**config.mk**
```make
export PLATFORM = sky130hd
export DESIGN_NAME = a2d_edge_rx
export DESIGN_NICKNAME = d
export VERILOG_FILES = /design/src/rtl/a2d_edge_rx.sv
export SDC_FILE = /design/constraint.sdc
export NUM_CORES = 1
export LEC_CHECK = 0
export BUFFER_PORTS_ARGS = -buffer_cell sky130_fd_sc_hd__buf_4
export CAP_MARGIN = 10
export CORE_MARGIN = 2
export CORE_UTILIZATION = 53
export DETAILED_ROUTE_END_ITERATION = 6
export HOLD_SLACK_MARGIN = 0.06
export PLACE_DENSITY = 0.83
export SLEW_MARGIN = 5
export SYNTH_ARGS = -nofsm -noshare
export SYNTH_HDL_FRONTEND = slang
export SYNTH_SLANG_ARGS = --single-unit
```
**constraint.sdc**
```tcl
create_clock -name clk -period 2.75 [get_ports clk]
set_input_delay 0.1375 -clock clk [delete_from_list [all_inputs] [get_ports clk]]
set_output_delay 0.1375 -clock clk [all_outputs]
set_load 0.1 [all_outputs]
```
**src/rtl/a2d_edge_rx.sv**
```systemverilog
// Analog-to-digital edge receiver: hysteresis comparator with confirm filter, timestamped event FIFO.
// Latency: out and the event update on the clock edge that samples the confirming code.
// Backpressure: 4-entry event FIFO; a push into a full FIFO is dropped and latches evt_ovf.
// Optional macro A2D_XFLAG_EN adds the indeterminate-band watchdog driving x_flag.
module a2d_edge_rx #(
  parameter int CODE_W    = 12,
  parameter int VTH_HI    = 2048,
  parameter int VTH_LO    = 1024,
  parameter int CONFIRM   = 2,
  parameter int TS_W      = 16,
  parameter int INIT_V    = 0,
  parameter int X_TIMEOUT = 8
) (
  input  logic              clk,
  input  logic              rst,
  input  logic              smp_valid,
  input  logic [CODE_W-1:0] smp_code,
  output logic              out,
  output logic              evt_valid,
  input  logic              evt_ready,
  output logic              evt_level,
  output logic [TS_W-1:0]   evt_ts,
  output logic              evt_ovf,
  output logic              x_flag
);

  localparam logic [CODE_W-1:0] HI_C    = CODE_W'(VTH_HI);
  localparam logic [CODE_W-1:0] LO_C    = CODE_W'(VTH_LO);
  localparam logic [3:0]        CNT_CFM = 4'(CONFIRM);

  typedef enum logic [1:0] {LOW, RISE_PEND, HIGH, FALL_PEND} state_t;

  typedef struct packed {
    logic            level;
    logic [TS_W-1:0] ts;
  } evt_t;

  state_t          state_q;
  logic [3:0]      cnt_q;
  logic [3:0]      cnt_d;
  logic            out_q;
  logic [TS_W-1:0] ts_q;
  logic            is_hi;
  logic            is_lo;
  logic            rise_cfm;
  logic            fall_cfm;
  logic            push;

  evt_t            mem_q [4];
  logic [1:0]      wr_ptr_q;
  logic [1:0]      rd_ptr_q;
  logic [2:0]      fill_q;
  logic            ovf_q;
  logic            full;
  logic            pop;
  logic            push_ok;

  // Threshold compares and detection of the sample that completes a confirmed transition
  always_comb begin
    is_hi    = (smp_code >= HI_C);
    is_lo    = (smp_code <= LO_C);
    cnt_d    = cnt_q + 4'd1;
    rise_cfm = 1'b0;
    fall_cfm = 1'b0;
    if (smp_valid) begin
      rise_cfm = is_hi && (((state_q == LOW) && (CONFIRM == 1)) ||
                           ((state_q == RISE_PEND) && (cnt_d == CNT_CFM)));
      fall_cfm = is_lo && (((state_q == HIGH) && (CONFIRM == 1)) ||
                           ((state_q == FALL_PEND) && (cnt_d == CNT_CFM)));
    end
    push = rise_cfm || fall_cfm;
  end

  // Level FSM with confirm counter; out is registered alongside the state
  always_ff @(posedge clk) begin
    if (rst) begin
      state_q <= (INIT_V != 0) ? HIGH : LOW;
      cnt_q   <= 4'd0;
      out_q   <= (INIT_V != 0);
    end else if (smp_valid) begin
      case (state_q)
        LOW: begin
          if (rise_cfm) begin
            state_q <= HIGH;
            out_q   <= 1'b1;
            cnt_q   <= 4'd0;
          end else if (is_hi) begin
            state_q <= RISE_PEND;
            cnt_q   <= 4'd1;
          end
        end
        RISE_PEND: begin
          if (rise_cfm) begin
            state_q <= HIGH;
            out_q   <= 1'b1;
            cnt_q   <= 4'd0;
          end else if (is_hi) begin
            cnt_q   <= cnt_d;
          end else begin
            state_q <= LOW;
            cnt_q   <= 4'd0;
          end
        end
        HIGH: begin
          if (fall_cfm) begin
            state_q <= LOW;
            out_q   <= 1'b0;
            cnt_q   <= 4'd0;
          end else if (is_lo) begin
            state_q <= FALL_PEND;
            cnt_q   <= 4'd1;
          end
        end
        default: begin
          if (fall_cfm) begin
            state_q <= LOW;
            out_q   <= 1'b0;
            cnt_q   <= 4'd0;
          end else if (is_lo) begin
            cnt_q   <= cnt_d;
          end else begin
            state_q <= HIGH;
            cnt_q   <= 4'd0;
          end
        end
      endcase
    end
  end

  assign out = out_q;

  // Free-running timestamp, wraps naturally at 2^TS_W
  always_ff @(posedge clk) begin
    if (rst) ts_q <= '0;
    else     ts_q <= ts_q + 1'b1;
  end

  assign full      = (fill_q == 3'd4);
  assign evt_valid = (fill_q != 3'd0);
  assign pop       = evt_valid && evt_ready;
  // A full FIFO still accepts a push when the head leaves in the same cycle
  assign push_ok   = push && (!full || pop);

  // FIFO pointers, occupancy and sticky overflow
  always_ff @(posedge clk) begin
    if (rst) begin
      wr_ptr_q <= 2'd0;
      rd_ptr_q <= 2'd0;
      fill_q   <= 3'd0;
      ovf_q    <= 1'b0;
    end else begin
      if (push_ok) wr_ptr_q <= wr_ptr_q + 2'd1;
      if (pop)     rd_ptr_q <= rd_ptr_q + 2'd1;
      fill_q <= fill_q + {2'b00, push_ok} - {2'b00, pop};
      if (push && !push_ok) ovf_q <= 1'b1;
    end
  end

  // Event storage; contents are don't-care until written, so no reset
  always_ff @(posedge clk) begin
    if (push_ok) mem_q[wr_ptr_q] <= '{level: rise_cfm, ts: ts_q};
  end

  assign evt_level = mem_q[rd_ptr_q].level;
  assign evt_ts    = mem_q[rd_ptr_q].ts;
  assign evt_ovf   = ovf_q;

`ifdef A2D_XFLAG_EN
  localparam logic [7:0] XT_C = 8'(X_TIMEOUT);

  logic [7:0] xcnt_q;
  logic [7:0] xcnt_d;
  logic       x_flag_q;
  logic       in_band;

  assign in_band = !is_hi && !is_lo;
  assign xcnt_d  = (xcnt_q == 8'hFF) ? 8'hFF : xcnt_q + 8'd1;

  // Saturating run-length of in-band samples; any valid out-of-band sample clears it
  always_ff @(posedge clk) begin
    if (rst) begin
      xcnt_q   <= 8'd0;
      x_flag_q <= 1'b0;
    end else if (smp_valid) begin
      if (in_band) begin
        xcnt_q   <= xcnt_d;
        x_flag_q <= x_flag_q || (xcnt_d >= XT_C);
      end else begin
        xcnt_q   <= 8'd0;
        x_flag_q <= 1'b0;
      end
    end
  end

  assign x_flag = x_flag_q;
`else
  assign x_flag = 1'b0;
`endif

endmodule
```
==> impl_metrics.env, run 1 <==
export IMPL_timing_critical_path_fanout_max=4
export IMPL_worstMarginPinSlew_ns=0.626
export IMPL_crit_type="reg -> reg"
export IMPL_drt_pre_antenna_iters=4
export IMPL_finalWirelength_um=7220
export IMPL_floorplan_die_height_um=92.9
export IMPL_placer_congestion_estimate=0.865
export IMPL_post_route_period_util=0.960
export IMPL_grt_max_degree=36
export IMPL_holdWs_ns=0.111
export IMPL_final_cells=445
export IMPL_placement_cell_area_mm2=0.00460
export IMPL_worst_ep_arrival_time_ns=2.89
export IMPL_floorplan_initialDensity=0.545
export IMPL_floorplan_rows=32
export IMPL_die_area_mm2=0.00863
export IMPL_post_synth_inst_count=290
export IMPL_grt_pass1_wl_um=11500
export IMPL_reg2reg_depth=13
export IMPL_crit_path_end_kind="flop"
export IMPL_finish_net_count=369
export IMPL_buffer_ports_inserted=35
export IMPL_detail_route_antenna_nets=0
export IMPL_grt_pass1_vias=2443
export IMPL_tritoncts_clock_tree="done"
export IMPL_clock_sink_count=101
export IMPL_synth_seq_cells=101
export IMPL_comb_power_share=0.342
export IMPL_final_hold_violation_count=0
export IMPL_holdCritStartpoint="evt_ready"
export IMPL_dpl_cell_count=425
export IMPL_worst_setup_path_start_kind="flop"
export IMPL_gr_total_overflow=0
export IMPL_p_leak_nw=1.72
export IMPL_clock_skews_ns=0.0124
export IMPL_insertion_delay_ns=0.36
export IMPL_fmaxAchievable_mhz=379
export IMPL_switch_share=0.389
export IMPL_power_switching_mw=1.51
export IMPL_h_tree_depth=3
export IMPL_clock_path_buffers=2
export IMPL_pwr_share_seq=0.437
export IMPL_final_common_cell="edfxtp_1"
export IMPL_cts_hold_buf=0
export IMPL_vias_per_cell=5.59
export IMPL_die_width_um=92.9
export IMPL_postLayoutCellArea_mm2=0.00484
export IMPL_timing_max_cap_violations=0
export IMPL_post_drt_wl_per_cell_um=16.2
export IMPL_run_status="finished clean"
export IMPL_final_min_clock_period_ns=2.64
export IMPL_slew_viol_final=0
export IMPL_number_of_cts_inserted_buffers=9
export IMPL_worst_r2r_startpoint="cnt_q[0]$_SDFFE_PP0P_"
export IMPL_synth_top_cell_area_share=0.487
export IMPL_internal_power_mw=2.37
export IMPL_synth_sequential_area_ratio=0.645
export IMPL_detailroute_via_count=2488
export IMPL_commonest_non_fill_non_tap_cells_in_the_layout="edfxtp_1 (68), buf_4 (48), nor2_1 (30), dfxtp_1 (30), mux4_2 (17)"
export IMPL_slew_headroom=0.578
export IMPL_clock_transition_at_the_registers_of_the_reported_paths_ns=0.09
export IMPL_syn_area_mm2=0.00419
export IMPL_drt_iter0_markers=133
export IMPL_drive_above_1_share=0.274
export IMPL_ys_warn_count=0
export IMPL_io_pin_count=37
export IMPL_core_area_mm2=0.00769
export IMPL_timing_hold_worst_path_depth=4
export IMPL_flow_area_growth_from_synthesis_pct=15.5
export IMPL_totalNegativeSetupSlack_ns=0
export IMPL_report_final_setup_viol=0
export IMPL_hpwlAfterDp_um=4660
export IMPL_route_detailed_drc=0
export IMPL_n_fill_cell=580
export IMPL_clockRootBuffer="clkbuf_8"
export IMPL_post_synth_num_cell_types=44
export IMPL_antenna_violations_before_repair=0
export IMPL_timing_critical_path_required_ns=2.99
export IMPL_syn_area_per_cell_um2=14.4
export IMPL_synth_largest_area_cell="edfxtp_1"
export IMPL_antenna_cells_inserted=0
export IMPL_setup_worst_path_start="cnt_q[0]$_SDFFE_PP0P_"
export IMPL_vdd_ir_drop_worst_uv=879
export IMPL_p_per_area_mw_per_mm2=803
export IMPL_worstHoldPathType="in -> reg"
export IMPL_syn_num_nets=321
export IMPL_synth_top_cells_by_area="edfxtp_1 (49%), dfxtp_1 (16%), mux4_2 (9.1%), ha_1 (4.2%), xor2_1 (3.1%)"
export IMPL_groute_usage_overall=0.177
export IMPL_clkPwrFrac=0.221
export IMPL_fin_total_pwr_mw=3.88
-- power by group through the flow --
stage	registers (mW)	logic (mW)	clock network, mW
floorplan	1.71	1.11	0
global placement	1.73	1.32	0
detailed placement	1.73	1.33	0
CTS	1.70	1.33	0.878
global route	1.70	1.38	0.935
finish	1.70	1.33	0.858
-- final timing paths --
kind	end	slack [ns]
setup / recovery	fill_q[2]$_SDFF_PP0_	0.11
setup reg to reg	fill_q[2]$_SDFF_PP0_	0.11
hold / removal	evt_ovf$_SDFFE_PP0P_	0.11
hold reg to reg	evt_ovf$_SDFFE_PP0P_	0.47
-- what timing repair did --
item	CTS	global route
endpoints found under the setup margin	0	1
setup buffers	0	4
gates resized for setup	0	9
-- through the flow --
stage | setup WS (ns) | utilization
2_1_floorplan | 0.0264 | -
3_3_place_gp | 0.129 | 0.598
3_5_place_dp | 0.0382 | 0.598
4_1_cts | 0.0144 | 0.621
5_1_grt | -0.0483 | 0.629
6_report | 0.109 | 0.629
-- Yosys cell counts (all sizes together) --
| cell | number |
|---|---|
| a2111oi | 1 |
| a211o | 2 |
| a211oi | 3 |
| a21oi | 4 |
| a311oi | 1 |
| a31o | 1 |
| a31oi | 3 |
| and2 | 7 |
| and3 | 3 |
| and4 | 2 |
| buf | 5 |
| clkbuf | 6 |
| conb | 1 |
| dfxtp | 33 |
| edfxtp | 68 |
| fa | 1 |
| ha | 14 |
| inv | 13 |
| mux2 | 2 |
| mux2i | 1 |
| mux4 | 17 |
| nand2 | 14 |
| nand2b | 1 |
| nand3 | 6 |
| nand4 | 6 |
| nand4b | 1 |
| nor2 | 30 |
| nor2b | 3 |
| nor3 | 5 |
| nor4 | 2 |
| nor4b | 2 |
| o211ai | 2 |
| o21ai | 7 |
| o41ai | 1 |
| or2 | 1 |
| or3 | 1 |
| or4 | 1 |
| xnor2 | 4 |
| xor2 | 15 |
-- layout make-up --
type,count,area (µm²),area share
well taps,102,128,0.0264
inverters,13,48.8,0.0101
repair buffers,48,360,0.0745
clock inverters,7,57.6,0.0119
flip-flops and latches,101,2710,0.560
clock buffers,9,124,0.0256
multi-input cells,165,1410,0.291
-- state kept, by name, indices dropped and copies added (netlist names), named ones only --
name,cells
mem_q,68
ts_q,16
cnt_q,4
fill_q,3
rd_ptr_q,2
state_q,2
wr_ptr_q,2
evt_ovf,1
out,1
-- critical path: stages, from the launching register on --
cell and delay (ns):
dfxtp_4 0.38, buf_4 0.14, a31o_1 0.20, a211o_1 0.29
a211oi_2 0.23, inv_1 0.07, ha_1 0.27, inv_1 0.06
ha_1 0.13, inv_1 0.05, fa_2 0.33, xor2_1 0.16
xnor2_1 0.15, nor2_1 0.05
-- cells by family after synthesis --
family | after synthesis | share of synthesized area
AO/OA/AOI/OAI | 25 | 0.0436
XOR/XNOR | 19 | 0.0397
adder cells (fa/ha/maj) | 15 | 0.0466
buffers and inverters | 24 | 0.0245
flip-flops | 101 | 0.645
multiplexers | 20 | 0.0991
other | 1 | 0.000895
AND/OR/NAND/NOR | 85 | 0.101
-- per-layer routing --
metal  GRT usage  share of wire  vias to the layer above
li1            -              -                     1169
met1       0.220           0.42                     1244
met2       0.290           0.51                       62
met3      0.0350          0.043                       13
met4      0.0980          0.020                        0
met5           0              0                        -
No activity file was read; power rests on OpenSTA's default activity.
==> run 2: changes to the inputs <==
--- a/config.mk
+++ b/config.mk
@@ -11,7 +11,7 @@
 export CORE_UTILIZATION = 53
 export DETAILED_ROUTE_END_ITERATION = 6
 export HOLD_SLACK_MARGIN = 0.06
-export PLACE_DENSITY = 0.83
+export PLACE_DENSITY = 0.87
 export SLEW_MARGIN = 5
 export SYNTH_ARGS = -nofsm -noshare
 export SYNTH_HDL_FRONTEND = slang
==> impl_metrics.env, run 2 (same netlist as run 1, synthesis figures left out) <==
export IMPL_run_status="finished clean"
export IMPL_worstHoldPathType="in -> reg"
export IMPL_crit_top_cell="inv_1"
export IMPL_finish_net_count=367
export IMPL_clock_path_buffers=2
export IMPL_final_common_cell="edfxtp_1"
export IMPL_clock_sink_count=101
export IMPL_floorplan_die_height_um=92.9
export IMPL_die_area_mm2=0.00863
export IMPL_commonest_non_fill_non_tap_cells_in_the_layout="edfxtp_1 (68), buf_4 (46), nor2_1 (30), dfxtp_1 (30), mux4_2 (17)"
export IMPL_slew_headroom=0.612
export IMPL_grt_pass1_vias=2393
export IMPL_clock_skews_ns=0.00917
export IMPL_floorplan_rows=32
export IMPL_detailroute_via_count=2402
export IMPL_post_place_ws_ns=0.0887
export IMPL_buffer_ports_inserted=35
export IMPL_timing_critical_path_required_ns=3.00
export IMPL_n_fill_cell=571
export IMPL_crit_type="reg -> reg"
export IMPL_worst_ep_arrival_time_ns=2.86
export IMPL_timing_rr_end="fill_q[2]$_SDFF_PP0_"
export IMPL_tritoncts_clock_tree="done"
export IMPL_largest_reg_flops=68
export IMPL_rsz0062_at_grt="yes"
export IMPL_core_area_mm2=0.00769
export IMPL_drt_iter0_markers=95
export IMPL_postLayoutCoreUtil=0.630
export IMPL_antenna_cells_inserted=0
export IMPL_worst_setup_path_start_kind="flop"
export IMPL_critical_path_cell_by_cell="ha_4 > xor2_1 > a211o_1 > a211oi_2 > inv_1 > ha_1 > inv_1 > ha_1 > inv_1 > fa_2 > xor2_1 > xnor2_1 > nor2_1"
export IMPL_drive_above_1_share=0.267
export IMPL_clock_transition_at_the_registers_of_the_reported_paths_ns=0.10
export IMPL_pwr_share_seq=0.423
export IMPL_p_per_area_mw_per_mm2=825
export IMPL_p_leak_nw=1.73
export IMPL_antenna_violations_before_repair=0
export IMPL_worst_r2r_startpoint="cnt_q[0]$_SDFFE_PP0P_"
export IMPL_die_width_um=92.9
export IMPL_worst_path_max_delay_cell="dfxtp_4"
export IMPL_slew_viol_final=0
export IMPL_timing_critical_path_fanout_max=8
export IMPL_placer_congestion_estimate=0.849
export IMPL_reg2reg_depth=13
export IMPL_route_detailed_drc=0
export IMPL_clockRootBuffer="clkbuf_8"
export IMPL_number_of_cts_inserted_buffers=9
export IMPL_final_min_clock_period_ns=2.61
export IMPL_timing_max_cap_violations=0
export IMPL_internal_power_mw=2.48
export IMPL_io_pin_count=37
export IMPL_detail_route_antenna_nets=0
export IMPL_grt_pass1_wl_um=11800
export IMPL_finalWirelength_um=7300
export IMPL_vias_per_cell=5.42
export IMPL_insertion_delay_ns=0.37
export IMPL_reg_top3="mem_q: 68 flops, ts_q: 16 flops, cnt_q: 4 flops"
export IMPL_final_hold_violation_count=0
export IMPL_worstMarginPinSlew_ns=0.576
export IMPL_regArea_mm2=0.00271
export IMPL_flow_area_growth_from_synthesis_pct=15.6
export IMPL_drt_pre_antenna_iters=4
export IMPL_power_switching_mw=1.52
export IMPL_vdd_ir_drop_worst_uv=772
export IMPL_gr_total_overflow=0
export IMPL_post_drt_wl_per_cell_um=16.5
export IMPL_floorplan_initialDensity=0.545
export IMPL_switch_share=0.380
export IMPL_top_register="mem_q"
export IMPL_critPathCapture="fill_q[2]$_SDFF_PP0_"
export IMPL_crit_path_end_kind="flop"
export IMPL_cts_hold_buf=0
export IMPL_register_to_register_path_setup_slack_ns=0.14
export IMPL_comb_power_share=0.336
export IMPL_fmaxAchievable_mhz=383
export IMPL_groute_usage_overall=0.183
export IMPL_setup_worst_path_start="cnt_q[0]$_SDFFE_PP0P_"
export IMPL_report_final_setup_viol=0
export IMPL_hpwlAfterDp_um=4960
export IMPL_h_tree_depth=3
export IMPL_multi_input_area_mm2=0.00140
export IMPL_grt_max_degree=36
export IMPL_setup_ws_ns=0.136
export IMPL_post_route_period_util=0.950
export IMPL_clkPwrFrac=0.242
export IMPL_max_stage_delay_ns=0.39
[run 2: final cells by class]
class | count | share of cell area
clock buffers | 9 | 0.0256
clock inverters | 7 | 0.0186
multi-input cells | 165 | 0.289
well taps | 102 | 0.0263
repair buffers | 46 | 0.0713
flip-flops and latches | 101 | 0.559
inverters | 13 | 0.0101
[run 2: per-layer routing]
layer  share of wire  up-vias  routed length, µm  track usage
met5               0        -                  0            0
met4           0.016        0                119       0.0625
met3           0.032       11                233       0.0399
met2            0.53       44               3890        0.325
met1            0.42     1182               3060        0.220
li1                -     1165                  -            -
[run 2: worst max-delay path, delay by kind of cell (launching register included)]
kind / cells / cell delay [ns]
xor+xnor: 3 / 0.46
compound gates: 2 / 0.54
simple gates: 1 / 0.05
buf+inv: 3 / 0.18
fa+ha+maj: 4 / 0.89
flops: 1 / 0.39
[run 2: worst min path at each step]
stage / slack [ns] / cells past startpoint / start / endpoint
6_report: 0.10 / 4 / evt_ready / evt_ovf$_SDFFE_PP0P_
5_1_grt: 0.13 / 4 / evt_ready / evt_ovf$_SDFFE_PP0P_
4_1_cts: 0.09 / 4 / evt_ready / evt_ovf$_SDFFE_PP0P_
3_5_place_dp: 0.44 / 2 / evt_ovf$_SDFFE_PP0P_ / evt_ovf$_SDFFE_PP0P_
3_3_place_gp: 0.44 / 2 / evt_ovf$_SDFFE_PP0P_ / evt_ovf$_SDFFE_PP0P_
2_1_floorplan: 0.35 / 3 / evt_ready / evt_ovf$_SDFFE_PP0P_
[run 2: per-stage QoR]
step	hold WS, ns	instance area [µm²]	std cells	setup TNS (ns)	power, mW
2_1_floorplan	0.352	4190	290	0	2.83
5_1_grt	0.132	4850	443	-0.0446	4.15
3_3_place_gp	0.438	4600	426	0	3.06
4_1_cts	0.0916	4820	442	0	4.04
6_report	0.103	4850	443	0	4.00
3_5_place_dp	0.438	4600	426	0	3.08
[run 2: what timing repair did]
action | 4_1_cts | 5_1_grt
endpoints found under the setup margin | 0 | 1
gates resized for setup | 0 | 7
buffers inserted | 0 | 1
[run 2: power groups by stage]
stage	registers [mW]	clock network [mW]	logic, mW
after floorplan	1.71	0	1.11
after global placement	1.72	0	1.34
after detailed placement	1.72	0	1.35
after CTS	1.69	0.991	1.36
after global routing	1.70	1.04	1.41
final	1.69	0.966	1.34
